## config.mk

```make
export PLATFORM = sky130hd
export DESIGN_NAME = pc_unit_flat
export DESIGN_NICKNAME = d
export VERILOG_FILES = /design/src/rtl/pc_unit_pkg.sv /design/src/rtl/pc_unit_if.sv /design/src/rtl/pc_ras.sv /design/src/rtl/pc_unit.sv /design/src/flat_wrapper.sv
export SDC_FILE = /design/constraint.sdc
export NUM_CORES = 1
export LEC_CHECK = 0
export ABC_CLOCK_PERIOD_IN_PS = 4600
export CELL_PAD_IN_SITES_DETAIL_PLACEMENT = 0
export CELL_PAD_IN_SITES_GLOBAL_PLACEMENT = 1
export CORE_ASPECT_RATIO = 1.25
export CORE_MARGIN = 1.5
export CORE_UTILIZATION = 26
export CTS_CLUSTER_DIAMETER = 60
export DETAILED_ROUTE_END_ITERATION = 10
export PLACE_DENSITY_LB_ADDON = 0.2
export SLEW_MARGIN = 10
export SYNTH_ARGS = -nofsm -noshare
export SYNTH_HDL_FRONTEND = slang
export SYNTH_SLANG_ARGS = --single-unit
```

## constraint.sdc

```tcl
create_clock -name clk -period 4.6 [get_ports clk]
set_input_delay 1.38 -clock clk [delete_from_list [all_inputs] [get_ports clk]]
set_output_delay 1.38 -clock clk [all_outputs]
set_load 0.005 [all_outputs]
```

## src/rtl/pc_unit_pkg.sv

```systemverilog
// Shared definitions for the program-counter unit: next-PC mode encoding,
// the sequential step and the word-alignment helper.
package pc_unit_pkg;

  typedef enum logic [1:0] {
    MODE_SEQ    = 2'b00,
    MODE_BRANCH = 2'b01,
    MODE_JUMP   = 2'b10,
    MODE_RET    = 2'b11
  } pc_mode_e;

  localparam int unsigned PC_STEP  = 4;
  localparam int unsigned MAX_WORD = 64;

  typedef logic [MAX_WORD-1:0] max_word_t;

  // Clears the byte-offset bits so every fetch address is word-aligned.
  function automatic max_word_t align_mask(input max_word_t addr);
    return addr & ~max_word_t'(3);
  endfunction

endpackage

```

## src/rtl/pc_unit_if.sv

```systemverilog
// Control/status bundle between the fetch controller (master) and pc_unit (slave).
interface pc_unit_if #(
  parameter int WORD_SIZE = 32,
  parameter int RAS_DEPTH = 4
);
  localparam int CNT_W = $clog2(RAS_DEPTH + 1);

  logic                 stall;
  logic [1:0]           mode;
  logic                 take;
  logic [WORD_SIZE-1:0] offset;
  logic [WORD_SIZE-1:0] target;
  logic                 push;
  logic                 exc;
  logic                 eret;
  logic                 clr_err;
  logic [WORD_SIZE-1:0] pc_out;
  logic [WORD_SIZE-1:0] epc_out;
  logic                 in_exc;
  logic [CNT_W-1:0]     ras_count;
  logic                 ras_ovf;
  logic                 ras_udf;

  modport master (
    output stall, mode, take, offset, target, push, exc, eret, clr_err,
    input  pc_out, epc_out, in_exc, ras_count, ras_ovf, ras_udf
  );

  modport slave (
    input  stall, mode, take, offset, target, push, exc, eret, clr_err,
    output pc_out, epc_out, in_exc, ras_count, ras_ovf, ras_udf
  );

endinterface

```

## src/rtl/pc_ras.sv

```systemverilog
// Circular return-address stack: a full push overwrites the oldest entry,
// push+pop together replaces the top in place.
module pc_ras #(
  parameter int WORD_SIZE = 32,
  parameter int RAS_DEPTH = 4,
  localparam int CNT_W = $clog2(RAS_DEPTH + 1),
  localparam int PTR_W = $clog2(RAS_DEPTH)
) (
  input  logic                 clk,
  input  logic                 reset,
  input  logic                 push_i,
  input  logic                 pop_i,
  input  logic [WORD_SIZE-1:0] wdata_i,
  output logic [WORD_SIZE-1:0] top_o,
  output logic [CNT_W-1:0]     count_o,
  output logic                 ovf_o,
  output logic                 udf_o
);

  logic [WORD_SIZE-1:0] entries_q [RAS_DEPTH];
  logic [PTR_W-1:0]     top_q, top_d;
  logic [CNT_W-1:0]     count_q, count_d;
  logic [PTR_W-1:0]     next_ptr, prev_ptr, wr_ptr;
  logic                 wr_en, empty, full, pop_ok;

  assign next_ptr = (top_q == PTR_W'(RAS_DEPTH - 1)) ? '0 : top_q + PTR_W'(1);
  assign prev_ptr = (top_q == '0) ? PTR_W'(RAS_DEPTH - 1) : top_q - PTR_W'(1);
  assign empty    = (count_q == '0);
  assign full     = (count_q == CNT_W'(RAS_DEPTH));
  assign pop_ok   = pop_i & ~empty;
  assign top_o    = entries_q[top_q];
  assign count_o  = count_q;

  // When full, the slot after top holds the oldest entry, so advancing overwrites it.
  always_comb begin
    top_d   = top_q;
    count_d = count_q;
    wr_en   = 1'b0;
    wr_ptr  = top_q;
    ovf_o   = 1'b0;
    udf_o   = pop_i & empty;
    if (push_i && pop_ok) begin
      wr_en = 1'b1;
    end else if (push_i) begin
      top_d  = next_ptr;
      wr_ptr = next_ptr;
      wr_en  = 1'b1;
      if (full) ovf_o = 1'b1;
      else      count_d = count_q + CNT_W'(1);
    end else if (pop_ok) begin
      top_d   = prev_ptr;
      count_d = count_q - CNT_W'(1);
    end
  end

  always_ff @(posedge clk or negedge reset) begin
    if (!reset) begin
      top_q   <= PTR_W'(RAS_DEPTH - 1);
      count_q <= '0;
      for (int i = 0; i < RAS_DEPTH; i++) entries_q[i] <= '0;
    end else begin
      top_q   <= top_d;
      count_q <= count_d;
      if (wr_en) entries_q[wr_ptr] <= wdata_i;
    end
  end

endmodule

```

## src/rtl/pc_unit.sv

```systemverilog
// Program-counter unit: next-PC selection, exception entry/exit with a saved
// EPC, and sticky return-stack error flags.
module pc_unit
  import pc_unit_pkg::*;
#(
  parameter int                   WORD_SIZE  = 32,
  parameter int                   RAS_DEPTH  = 4,
  parameter logic [WORD_SIZE-1:0] RESET_ADDR = '0,
  parameter logic [WORD_SIZE-1:0] EXC_VECTOR = WORD_SIZE'('h80)
) (
  input logic     clk,
  input logic     reset,
  pc_unit_if.slave bus
);

  localparam int CNT_W = $clog2(RAS_DEPTH + 1);
  localparam max_word_t            MASK_EXT = align_mask({MAX_WORD{1'b1}});
  localparam logic [WORD_SIZE-1:0] PC_MASK  = MASK_EXT[WORD_SIZE-1:0];

  logic [WORD_SIZE-1:0] pc_q, pc_d, epc_q, epc_d, next_raw, pc_plus4;
  logic                 in_exc_q, in_exc_d;
  logic                 ras_ovf_q, ras_ovf_d, ras_udf_q, ras_udf_d;
  logic                 ras_push, ras_pop, ras_ovf_stb, ras_udf_stb;
  logic [WORD_SIZE-1:0] ras_top;
  logic [CNT_W-1:0]     ras_count;
  pc_mode_e             mode_sel;

  assign mode_sel = pc_mode_e'(bus.mode);
  assign pc_plus4 = pc_q + WORD_SIZE'(PC_STEP);

  pc_ras #(
    .WORD_SIZE(WORD_SIZE),
    .RAS_DEPTH(RAS_DEPTH)
  ) u_ras (
    .clk    (clk),
    .reset  (reset),
    .push_i (ras_push),
    .pop_i  (ras_pop),
    .wdata_i(pc_plus4),
    .top_o  (ras_top),
    .count_o(ras_count),
    .ovf_o  (ras_ovf_stb),
    .udf_o  (ras_udf_stb)
  );

  // Priority: exc > stall > eret > mode/push; only the last slot touches the RAS.
  always_comb begin
    next_raw = pc_q;
    epc_d    = epc_q;
    in_exc_d = in_exc_q;
    ras_push = 1'b0;
    ras_pop  = 1'b0;
    if (bus.exc) begin
      next_raw = EXC_VECTOR;
      if (!in_exc_q) begin
        epc_d    = pc_q;
        in_exc_d = 1'b1;
      end
    end else if (bus.stall) begin
      next_raw = pc_q;
    end else if (bus.eret && in_exc_q) begin
      next_raw = epc_q;
      in_exc_d = 1'b0;
    end else if (bus.eret) begin
      next_raw = pc_plus4;
    end else begin
      ras_push = bus.push;
      case (mode_sel)
        MODE_SEQ:    next_raw = pc_plus4;
        MODE_BRANCH: next_raw = bus.take ? pc_plus4 + bus.offset : pc_plus4;
        MODE_JUMP:   next_raw = bus.target;
        MODE_RET: begin
          ras_pop  = 1'b1;
          next_raw = (ras_count == '0) ? pc_plus4 : ras_top;
        end
        default:     next_raw = pc_plus4;
      endcase
    end
    pc_d      = next_raw & PC_MASK;
    ras_ovf_d = (ras_ovf_q & ~bus.clr_err) | ras_ovf_stb;
    ras_udf_d = (ras_udf_q & ~bus.clr_err) | ras_udf_stb;
  end

  always_ff @(posedge clk or negedge reset) begin
    if (!reset) begin
      pc_q      <= RESET_ADDR;
      epc_q     <= '0;
      in_exc_q  <= 1'b0;
      ras_ovf_q <= 1'b0;
      ras_udf_q <= 1'b0;
    end else begin
      pc_q      <= pc_d;
      epc_q     <= epc_d;
      in_exc_q  <= in_exc_d;
      ras_ovf_q <= ras_ovf_d;
      ras_udf_q <= ras_udf_d;
    end
  end

  assign bus.pc_out    = pc_q;
  assign bus.epc_out   = epc_q;
  assign bus.in_exc    = in_exc_q;
  assign bus.ras_count = ras_count;
  assign bus.ras_ovf   = ras_ovf_q;
  assign bus.ras_udf   = ras_udf_q;

endmodule

```

## src/flat_wrapper.sv

```systemverilog
// flat-port wrapper written by rule: the top's interface ports become plain ports
module pc_unit_flat import pc_unit_pkg::*;
#(
  parameter int                   WORD_SIZE  = 32,
  parameter int                   RAS_DEPTH  = 4,
  parameter logic [WORD_SIZE-1:0] RESET_ADDR = '0,
  parameter logic [WORD_SIZE-1:0] EXC_VECTOR = WORD_SIZE'('h80)
)
  (clk, reset, bus_stall, bus_mode, bus_take, bus_offset, bus_target, bus_push, bus_exc, bus_eret, bus_clr_err, bus_pc_out, bus_epc_out, bus_in_exc, bus_ras_count, bus_ras_ovf, bus_ras_udf);
  pc_unit_if #(.WORD_SIZE(WORD_SIZE), .RAS_DEPTH(RAS_DEPTH)) bus_i ();
  input logic clk;
  input logic reset;
  input wire logic [$bits(bus_i.stall)-1:0] bus_stall;
  input wire logic [$bits(bus_i.mode)-1:0] bus_mode;
  input wire logic [$bits(bus_i.take)-1:0] bus_take;
  input wire logic [$bits(bus_i.offset)-1:0] bus_offset;
  input wire logic [$bits(bus_i.target)-1:0] bus_target;
  input wire logic [$bits(bus_i.push)-1:0] bus_push;
  input wire logic [$bits(bus_i.exc)-1:0] bus_exc;
  input wire logic [$bits(bus_i.eret)-1:0] bus_eret;
  input wire logic [$bits(bus_i.clr_err)-1:0] bus_clr_err;
  output wire logic [$bits(bus_i.pc_out)-1:0] bus_pc_out;
  output wire logic [$bits(bus_i.epc_out)-1:0] bus_epc_out;
  output wire logic [$bits(bus_i.in_exc)-1:0] bus_in_exc;
  output wire logic [$bits(bus_i.ras_count)-1:0] bus_ras_count;
  output wire logic [$bits(bus_i.ras_ovf)-1:0] bus_ras_ovf;
  output wire logic [$bits(bus_i.ras_udf)-1:0] bus_ras_udf;
  assign bus_i.stall = bus_stall;
  assign bus_i.mode = bus_mode;
  assign bus_i.take = bus_take;
  assign bus_i.offset = bus_offset;
  assign bus_i.target = bus_target;
  assign bus_i.push = bus_push;
  assign bus_i.exc = bus_exc;
  assign bus_i.eret = bus_eret;
  assign bus_i.clr_err = bus_clr_err;
  assign bus_pc_out = bus_i.pc_out;
  assign bus_epc_out = bus_i.epc_out;
  assign bus_in_exc = bus_i.in_exc;
  assign bus_ras_count = bus_i.ras_count;
  assign bus_ras_ovf = bus_i.ras_ovf;
  assign bus_ras_udf = bus_i.ras_udf;
  pc_unit #(.WORD_SIZE(WORD_SIZE), .RAS_DEPTH(RAS_DEPTH), .RESET_ADDR(RESET_ADDR), .EXC_VECTOR(EXC_VECTOR)) u_core (.clk(clk), .reset(reset), .bus(bus_i));
endmodule
```

; After elaboration in Yosys (flattened, before gate mapping)
; Index checks and enable logic that the tools add are counted.
[totals]
ff_bits = 196
inputBits = 74
out_inout_bits = 70
elab_cells = 90
[op_classes]
addsub = 6
order_cmp = 3
eq_ne = 7
muxes = 39
bitwise_logic = 12
n_reduce_logical = 12
[ops]
columns = op, n
row1 = 32-bit 2-to-1 mux, 9
row2 = 128-bit bitwise mux, 1
row3 = 32-bit case mux with 4 select lines, 1
row4 = 32-bit binary-select mux with 2-bit select, 1
row5 = 32-bit demux with 2-bit select, 1
row6 = "32-bit by 3-bit adder with 32-bit output, second input constant", 1
row7 = 32-bit adder, 1
row8 = 1-bit 2-to-1 mux, 17
row9 = 2-bit 2-to-1 mux, 6
row10 = 3-bit 2-to-1 mux, 3
row11 = "2-bit equality test, second input constant", 3
row12 = "3-bit greater-or-equal comparator, second input constant", 2
row13 = 2-bit inverter with 3-bit output, 2
row14 = 2-bit AND reduction, 3
row15 = 1-bit bitwise AND, 4
row16 = 2-bit zero test, 2
row17 = 1-bit inverter, 4
row18 = 2-bit nonzero test, 2
row19 = "3-bit by 1-bit adder with 3-bit output, second input constant", 1
row20 = "3-bit equality test, second input constant", 1
row21 = 1-bit logical AND, 3
row22 = 3-bit zero test, 1
row23 = "3-bit by 1-bit < comparator with 1-bit output, second input constant", 1
row24 = 3-bit AND reduction, 1
row25 = 7 further kinds, 8

; Depth between registers and ports, before layout
; Gate-level depths: netlist of the first run.
[depth]
ltp_word = 15
ltp_mapped = 17
mapped_depth_nobuf = 16

; Modules after synthesis
; A second synthesis of the first run with hierarchy kept.
[hier_totals]
hier_cells = 1097
hier_area_um2 = 12364.4
[by_module_without_submodules]
columns = module, n_inst, cells_each, area_per_inst_um2, seq_area_each_um2
row1 = pc_ras, 1, 361, 6478.7, 3330.7
row2 = pc_unit, 1, 736, 5885.6, 1576.5

; Least setup slack after synthesis of the first run
; OpenSTA, ideal clock, no wires.
[synth_timing]
path_type = input to register
start = in bus_mode[1]
end = reg u_core.u_ras.entries_q[111] in the netlist's numbering
setup_time_ns = 0.144
arrival_time_ns = 4.033
required_time_ns = 4.456
setup_slack_ns = 0.423
path_stages = 14
n_path_buf = 5
cell_sequence = clkbuf_1 nand2_1 nor2_1 clkbuf_1 nand2_1 inv_1 ha_1 clkbuf_1 nand2_1 o32a_1 nor2_1 clkbuf_1 buf_1 a21oi_1
[synth_between]
elab_chain_len = 15
word_cells_on_any_way = 17
cone_classes = order compare: 2 / eq/ne: 1 / mux: 10 / bitwise: 2 / reduce/logical: 2
[synth_rtl]
columns = element, line_no
row1 = "start, declared", flat_wrapper.sv:14  ; input wire logic [$bits(bus_i.mode)-1:0] bus_mode;
row2 = 2-bit equality test *, pc_unit.sv:68  ; case (mode_sel)
row3 = 1-bit 2-to-1 mux *, pc_unit.sv:68
row4 = 1-bit 2-to-1 mux *, pc_unit.sv:64  ; end else if (bus.eret) begin
row5 = 1-bit 2-to-1 mux *, pc_unit.sv:61  ; end else if (bus.eret && in_exc_q) begin
row6 = 1-bit 2-to-1 mux *, pc_unit.sv:59  ; end else if (bus.stall) begin
row7 = 1-bit 2-to-1 mux *, pc_unit.sv:53  ; if (bus.exc) begin
row8 = 1-bit bitwise AND *, pc_ras.sv:30  ; assign pop_ok = pop_i & ~empty;
row9 = 1-bit logical AND *, pc_ras.sv:42  ; if (push_i && pop_ok) begin
row10 = 2-bit 2-to-1 mux, pc_ras.sv:42
row11 = 2-bit inverter with 3-bit output (implied by the code), pc_ras.sv:64  ; if (wr_en) entries_q[wr_ptr] <= wdata_i;
row12 = 3-bit greater-or-equal comparator (implied by the code) or 3-bit by 1-bit < comparator with 1-bit output (tied branches), pc_ras.sv:64
row13 = 1-bit logical AND (implied by the code), pc_ras.sv:64
row14 = 32-bit 2-to-1 mux (implied by the code), pc_ras.sv:64
row15 = 32-bit demux with 2-bit select, pc_ras.sv:64
row16 = 128-bit bitwise mux, pc_ras.sv:64
row17 = "end signal, assigned by index", pc_ras.sv:64
row18 = "end, declared", pc_ras.sv:20  ; logic [WORD_SIZE-1:0] entries_q [RAS_DEPTH];
; Every way passes the cells marked *; elsewhere a longest branch is shown, timed or not.
; A chain may end at the register's enable or synchronous reset.

; Worst setup path in the final report of the first run
[layout_timing]
start = reg u_core.pc_q[10], in the netlist u_core.bus.pc_out[10]
end = reg u_core.pc_q[31], in the netlist u_core.bus.pc_out[31]
[layout_between]
elab_chain_len = 8
word_cells_on_any_way = 9
cone_classes = add/sub: 2 / mux: 7
[layout_rtl]
columns = element, line_no
row1 = "start, declared", pc_unit.sv:20  ; logic [WORD_SIZE-1:0] pc_q, pc_d, epc_q, epc_d, next_raw, pc_plus4;
row2 = "start signal, assigned", pc_unit.sv:92  ; pc_q <= pc_d;
row3 = 32-bit by 3-bit adder with 32-bit output, pc_unit.sv:29  ; assign pc_plus4 = pc_q + WORD_SIZE'(PC_STEP);
row4 = via u_core.pc_plus4[28], pc_unit.sv:20
row5 = 32-bit adder, pc_unit.sv:70  ; MODE_BRANCH: next_raw = bus.take ? pc_plus4 + bus.offset : pc_plus4;
row6 = 32-bit 2-to-1 mux, pc_unit.sv:70
row7 = 32-bit case mux with 4 select lines, pc_unit.sv:68
row8 = 32-bit 2-to-1 mux, pc_unit.sv:64
row9 = 32-bit 2-to-1 mux, pc_unit.sv:61
row10 = 32-bit 2-to-1 mux, pc_unit.sv:59
row11 = 32-bit 2-to-1 mux, pc_unit.sv:53
; The timed path passes the listed nets, and every way through them passes these cells. The select of a mux whose other input is x is not followed.

==> results.json, run 1 <==
{
  "wl_um": 40630,
  "clkTransAtPathRegs_ps": 80,
  "cts_root_buffer": "clkbuf_16",
  "highest_layer": "met4",
  "grt_max_degree": 104,
  "vias": 9946,
  "dr_wl_met2_um": 19220,
  "post_cts_buffers": 0,
  "routedWlPerCell_um": 20.65,
  "die_w_um": 190.0,
  "hold_violations": 0,
  "grt_pass1_vias": 9976,
  "clk_latency_ps": 460,
  "power-per-cell-area_nw_per_um2": 424.2,
  "die_area_um2": 44970,
  "post-route-period-util_pct": 90.87,
  "cts_tree": "built",
  "synthArstFlopShare_pct": 100.0,
  "initial_core_util_pct": 26.38,
  "total_power_uw": 6119,
  "core_area_um2": 43070,
  "cp_max_fo": 8,
  "grt_pass1_wl_um": 62600,
  "setup_viol": 0,
  "cp_data_required_time_ps": 4970,
  "post-route-cell-area_um2": 14430,
  "synth_cell_types": 74,
  "ant_nets": 0,
  "track_usage_pct": 18.52,
  "fillers": 4543,
  "syn_to_final_growth_pct": 26.96,
  "placementRows": 85,
  "avgSynthCellArea_um2": 9.185,
  "synth.top_cell.area_share_pct": 40.96,
  "path_class": "flip-flop to flip-flop",
  "pre_cts_ws_ps": -13.69,
  "gr-total-overflow": 0,
  "p_leak_uw": 0.006270,
  "yosysTopAreaCell": "dfrtp_1",
  "synth-main-ff-cell": "dfrtp_1",
  "ctsHoldBuffers": 0,
  "fin_worst_skew_ps": 11.88,
  "hpwl_um": 30480,
  "cts_made_buffers": 17,
  "first_iter_violations": 718,
  "io_pins": 144,
  "slew_headroom_pct": 36.57,
  "portBuffers": 135,
  "htreeDepth": 4,
  "ys_seq_area_share_pct": 41.43,
  "synth_edf_count": 0,
  "fin_cells": 1967,
  "min_path_type": "flip-flop to flip-flop",
  "cts.sinks": 188,
  "regArea_um2": 4707,
  "placement.cell_area_um2": 13800,
  "met1_length_um": 19350,
  "diodes": 0,
  "syn_inst": 1237,
  "wl_met3_um": 1311,
  "outcome": "finished, final reports clean",
  "firstDrtPassIters": 5,
  "dp_cells": 1936,
  "fmax_mhz": 239.2,
  "synth.area.top_cells": "dfrtp_1 41%, o21ai_0 7.7%, nand2_1 6.0%",
  "clk_path_buf_depth": 2,
  "drv_slew": 0,
  "drive_gt1_share_pct": 14.27,
  "place.gp.congestion": 0.8362,
  "drv_cap": 0,
  "cts_resized": 0,
  "chipHeight_um": 236.7,
  "vias_per_cell": 5.056,
  "period_minus_slack_ps": 4180,
  "drcViolationCount": 0,
  "end_kind": "flip-flop",
  "timing.final.ws_setup_ps": 420.0,
  "synth_seq_cells": 188,
  "antenna_found_initial": 0,
  "worstSetupStartpointType": "flip-flop",
  "finalNetCount": 1506,
  "peakVddDrop_uv": 257.8,
  "rsz0062_at_grt": "no",
  "ys_warn_count": 0,
  "netlist_area_um2": 11360,
  "multi_input_area_um2": 6196,
  "crit_arrival_ps": 4550,
  "worstMarginPinSlew_ps": 951.4
}
[cell usage after synthesis, drive strengths merged (5+ instances only)]
| master | n |
|---|---|
| a211oi | 11 |
| nand3 | 20 |
| o221ai | 7 |
| nand2 | 181 |
| o31ai | 5 |
| a221o | 5 |
| nor4 | 6 |
| a22o | 7 |
| nor3 | 9 |
| mux2 | 29 |
| and3 | 6 |
| nor2 | 82 |
| nand4 | 15 |
| inv | 41 |
| a221oi | 14 |
| nand2b | 6 |
| nor3b | 5 |
| a21oi | 104 |
| a31oi | 8 |
| a21o | 20 |
| xor2 | 22 |
| o21ai | 176 |
| clkbuf | 64 |
| dfrtp | 186 |
| buf | 18 |
| mux4 | 30 |
| o211ai | 24 |
| ha | 40 |
| xnor2 | 26 |
[worst paths after layout]
kind | from | to | slack [ps] | cells after the start
max | u_core.bus.pc_out[10] | u_core.bus.pc_out[31] | 420 | 11
min | u_core.u_ras.entries_q[16] | u_core.u_ras.entries_q[16] | 480 | 2
max reg2reg | u_core.bus.pc_out[10] | u_core.bus.pc_out[31] | 420 | 11
min reg2reg | u_core.u_ras.entries_q[16] | u_core.u_ras.entries_q[16] | 480 | 2
max in group asynchronous | reset | u_core.bus.pc_out[13] | 2790 | 2
min in group asynchronous | reset | u_core.bus.pc_out[12] | 1000 | 1
[cells by family after synthesis]
group	synth area share (%)
AO/OA/AOI/OAI	22.29
XOR/XNOR	3.832
adder cells (fa/ha/maj)	4.757
buffers and inverters	4.526
flip-flops	41.43
multiplexers	8.909
other	0.03300
AND/OR/NAND/NOR	14.23
[cell type report]
type	count	area share, %
inverters	42	1.093
repair buffers	214	14.11
clock inverters	13	1.266
multi-input cells	927	42.95
clock buffers	18	3.044
well taps	565	4.901
flip-flops and latches	188	32.63
[metal layers]
| layer | GRT usage, % | up-vias |
|---|---|---|
| met5 | 0 | - |
| met2 | 29.82 | 231 |
| met3 | 2.045 | 39 |
| li1 | - | 4779 |
| met1 | 26.16 | 4897 |
| met4 | 5.171 | 0 |
[stage by stage]
stage                     utilization (%)  hold WS [ps]  TNS (ps)
after detailed placement            32.05         465.2    -13.69
after global routing                33.49         500.8         0
after global placement              32.05         456.6    -11.50
after CTS                           33.49         482.1         0
final                               33.49         478.5         0
after floorplan                         -         444.6         0
[cells in the final DEF (no fill, tap or decap), types with 5 or more instances in the layout]
cell / netlist / routed
a211oi_1: 11 / 11
a21o_1: 20 / 20
a21oi_1: 104 / 103
a221o_1: 5 / 5
a221oi_1: 14 / 14
a22o_1: 7 / 7
a31oi_1: 8 / 8
and3_1: 6 / 6
buf_12: 0 / 7
buf_4: 5 / 72
clkbuf_16: 0 / 17
clkdlybuf4s50_1: 0 / 134
dfrtp_1: 186 / 186
ha_1: 40 / 40
inv_1: 41 / 41
mux2_2: 29 / 29
mux4_2: 30 / 30
nand2_1: 181 / 180
nand2b_1: 6 / 5
nand3_1: 20 / 20
nand4_1: 11 / 11
nor2_1: 82 / 80
nor3_1: 9 / 9
nor3b_1: 5 / 5
o211ai_1: 24 / 24
o21ai_0: 174 / 174
o221ai_1: 7 / 7
o31ai_1: 5 / 5
xnor2_1: 26 / 26
xor2_1: 20 / 20
[registers in the layout, indices dropped and copies added, names as in the netlist]
name                    flops
u_core.u_ras.count_o        3
u_core.u_ras.top_q          2
u_core.bus.pc_out          30
u_core.bus.in_exc           1
u_core.bus.epc_out         30
u_core.bus.ras_ovf          1
u_core.u_ras.entries_q    120
u_core.bus.ras_udf          1
[where the power goes]
part | internal [uW] | switching, uW
sequential | 2120 | 377
clock | 886 | 741
combinational | 1000 | 1000
[worst max-delay path: stages (launching register included)]
cell     delay [ps]
dfrtp_1         570
nand4_4         220
nor4_4          570
nand2_1         280
nor2_1          320
xnor2_1         320
inv_1           180
ha_1            380
a21oi_1         310
o21ai_0         220
or4_4           510
a41oi_2         200
Power figures use the tool's default switching activity.
==> run 2, diff against run 1 <==
ABC_AREA = 1   (was unset)
==> run 2 against run 1 <==
Compared with the run above: area after synthesis grew 11%; sequential power is essentially flat; cell count grew 34%; die area grew 11%; critical path type unchanged.
==> results.json, run 2 <==
{
  "outcome": "finished, final reports clean",
  "ys_warn_count": 0,
  "syn_inst": 1852,
  "power-per-cell-area_nw_per_um2": 424.1,
  "wl_um": 55670,
  "diodes": 0,
  "track_usage_pct": 22.52,
  "place.gp.congestion": 0.8945,
  "die_w_um": 200.2,
  "layout_common_cells": "556 x nand2_1, 217 x inv_1, 186 x dfrtp_1",
  "grt_max_degree": 90,
  "avgSynthCellArea_um2": 6.821,
  "sw_frac_of_total_pct": 39.58,
  "hpwl_um": 41630,
  "yosysMostFrequentCell": "nand2_1",
  "worstMarginPinSlew_ps": 836.6,
  "crit_arrival_ps": 4410,
  "fin_worst_skew_ps": 13.67,
  "synth.area.top_cells": "dfrtp_1 37%, nand2_1 17%, o21ai_0 7.1%",
  "final_common_cell": "nand2_1",
  "fillers": 5278,
  "placementRows": 90,
  "drive_gt1_share_pct": 6.804,
  "syn_to_final_growth_pct": 22.53,
  "total_power_uw": 6566,
  "fmax_mhz": 246.2,
  "peakVddDrop_uv": 288.8,
  "clk_latency_ps": 460,
  "worstSetupStartpointType": "flip-flop",
  "multi_input_area_um2": 6700,
  "finalNetCount": 2087,
  "synthTopCellsByCount": "556 x nand2_1, 217 x inv_1, 186 x dfrtp_1",
  "ant_nets": 0,
  "netlist_area_um2": 12630,
  "pwr-share-clk_pct": 24.9,
  "ctsHoldBuffers": 0,
  "p_leak_uw": 0.007246,
  "htreeDepth": 4,
  "cts_resized": 0,
  "largest_reg_flops": 120,
  "cts.sinks": 188,
  "post-route-period-util_pct": 88.31,
  "fin_setup_tns_ps": 0,
  "vias_per_cell": 4.816,
  "regArea_um2": 4707,
  "setup_viol": 0,
  "io_pins": 144,
  "synth.top_cell.area_share_pct": 36.84,
  "first_iter_violations": 955,
  "grt_pass1_vias": 12460,
  "synth-main-ff-cell": "dfrtp_1",
  "synthArstFlopShare_pct": 100.0,
  "drv_cap": 0,
  "cp_data_required_time_ps": 4950,
  "routedWlPerCell_um": 21.18,
  "ys_seq_area_share_pct": 37.26,
  "firstDrtPassIters": 6,
  "vias": 12660,
  "clkTransAtPathRegs_ps": 80,
  "synth_edf_count": 0,
  "period_minus_slack_ps": 4062,
  "min_path_type": "flip-flop to flip-flop",
  "gr-total-overflow": 0,
  "clk_path_buf_depth": 2,
  "synth_seq_cells": 188,
  "cts_made_buffers": 17,
  "yosysTopAreaCell": "dfrtp_1",
  "die_area_um2": 49930,
  "chipHeight_um": 249.5,
  "path_class": "flip-flop to flip-flop",
  "internal_power_uw": 3967,
  "post_cts_buffers": 0,
  "largest-register": "u_core.u_ras.entries_q",
  "drv_slew": 0,
  "grt_pass1_wl_um": 82770,
  "cp_max_fo": 5,
  "cts_root_buffer": "clkbuf_16",
  "antenna_found_initial": 0,
  "portBuffers": 135,
  "power.share.sequential_pct": 38.1,
  "end_kind": "flip-flop",
  "power.share.combinational_pct": 37.0,
  "core_area_um2": 48080,
  "initial_core_util_pct": 26.27,
  "rsz0062_at_grt": "no",
  "cts_tree": "built",
  "hold_violations": 0,
  "drcViolationCount": 0,
  "switchingPower_uw": 2599,
  "slew_headroom_pct": 44.23,
  "synth_cell_types": 48
}
## run 2: kinds of logic (layout without fill, tap and decap cells)
kind of cell / after synthesis / in the layout / share of synthesized area [%]
buf+inv: 313 / 442 / 9.884
simple gates: 827 / 827 / 26.61
mux: 7 / 7 / 0.6240
fa+ha+maj: 42 / 42 / 4.279
xor+xnor: 23 / 23 / 1.773
other cells: 1 / 4 / 0.02968
compound gates: 451 / 451 / 19.54
flops: 188 / 188 / 37.26
## run 2: layout make-up
| type | instances | share of cell area [%] |
|---|---|---|
| tap | 644 | 5.205 |
| multi-input combinational | 1354 | 43.28 |
| inverter | 227 | 5.504 |
| clock buffer | 21 | 3.039 |
| clock inverter | 11 | 0.9942 |
| sequential | 188 | 30.41 |
| timing repair buffer | 183 | 11.57 |
## run 2: per-stage QoR
stage | utilization (%) | setup slack, ps | cells | cell area [um2] | hold WS [ps]
after detailed placement | 30.90 | 367.2 | 2596 | 14860 | 463.1
after global routing | 32.19 | 337.6 | 2628 | 15480 | 495.5
after CTS | 32.19 | 581.1 | 2628 | 15480 | 482.3
after global placement | 30.90 | 381.3 | 2596 | 14860 | 458.9
after floorplan | - | 1114 | 1855 | 12640 | 436.6
final | 32.19 | 537.8 | 2628 | 15480 | 481.5
## run 2: worst max-delay path, cell delays in order, from the launching register on
cell     delay (ps)
dfrtp_1         480
ha_1            330
nand3_2         190
inv_2           110
nand2_2          90
inv_1           120
nand3_1         130
nor2_1          160
nand2_1          70
nand2_1         160
inv_1           180
ha_1            400
a21oi_1         230
nand2_1         120
a21oi_1         260
nor2_1           70
nor2_1          120
nand2_1          60
nand2_1          60
nand3_1         250
nand2_1         150
nand2_1          70
nand2_1          80
nand2_1          40
## run 2: power groups by stage
stage / combinational, uW / clock [uW] / sequential (uW)
finish: 2430 / 1630 / 2500
global route: 2730 / 1730 / 2560
CTS: 2450 / 1660 / 2500
detailed placement: 2440 / 0 / 2530
global placement: 2410 / 0 / 2520
floorplan: 1570 / 0 / 2390
## run 2: final timing paths
check                      slack [ps]                          to                 startpoint  cells after the start
max in group asynchronous        2730       u_core.bus.pc_out[30]                      reset                      2
min in group asynchronous         990  u_core.u_ras.entries_q[80]                      reset                      1
max                               540       u_core.bus.pc_out[27]       u_core.bus.pc_out[3]                     23
max reg2reg                       540       u_core.bus.pc_out[27]       u_core.bus.pc_out[3]                     23
min                               480   u_core.u_ras.entries_q[4]  u_core.u_ras.entries_q[4]                      2
min reg2reg                       480   u_core.u_ras.entries_q[4]  u_core.u_ras.entries_q[4]                      2
## run 2: routing by layer
layer / up-vias / wire length, um / track usage (%)
li1: 6219 / - / -
met4: 0 / 3132 / 12.75
met2: 342 / 25890 / 36.30
met5: - / 0 / 0
met1: 6018 / 24160 / 28.63
met3: 78 / 2485 / 3.552
==> run 3, diff against run 2 <==
SKIP_LAST_GASP = 1   (was unset)
==> results of run 3 <==
The final DEF is identical to that of run 2; final timing and power are the same.
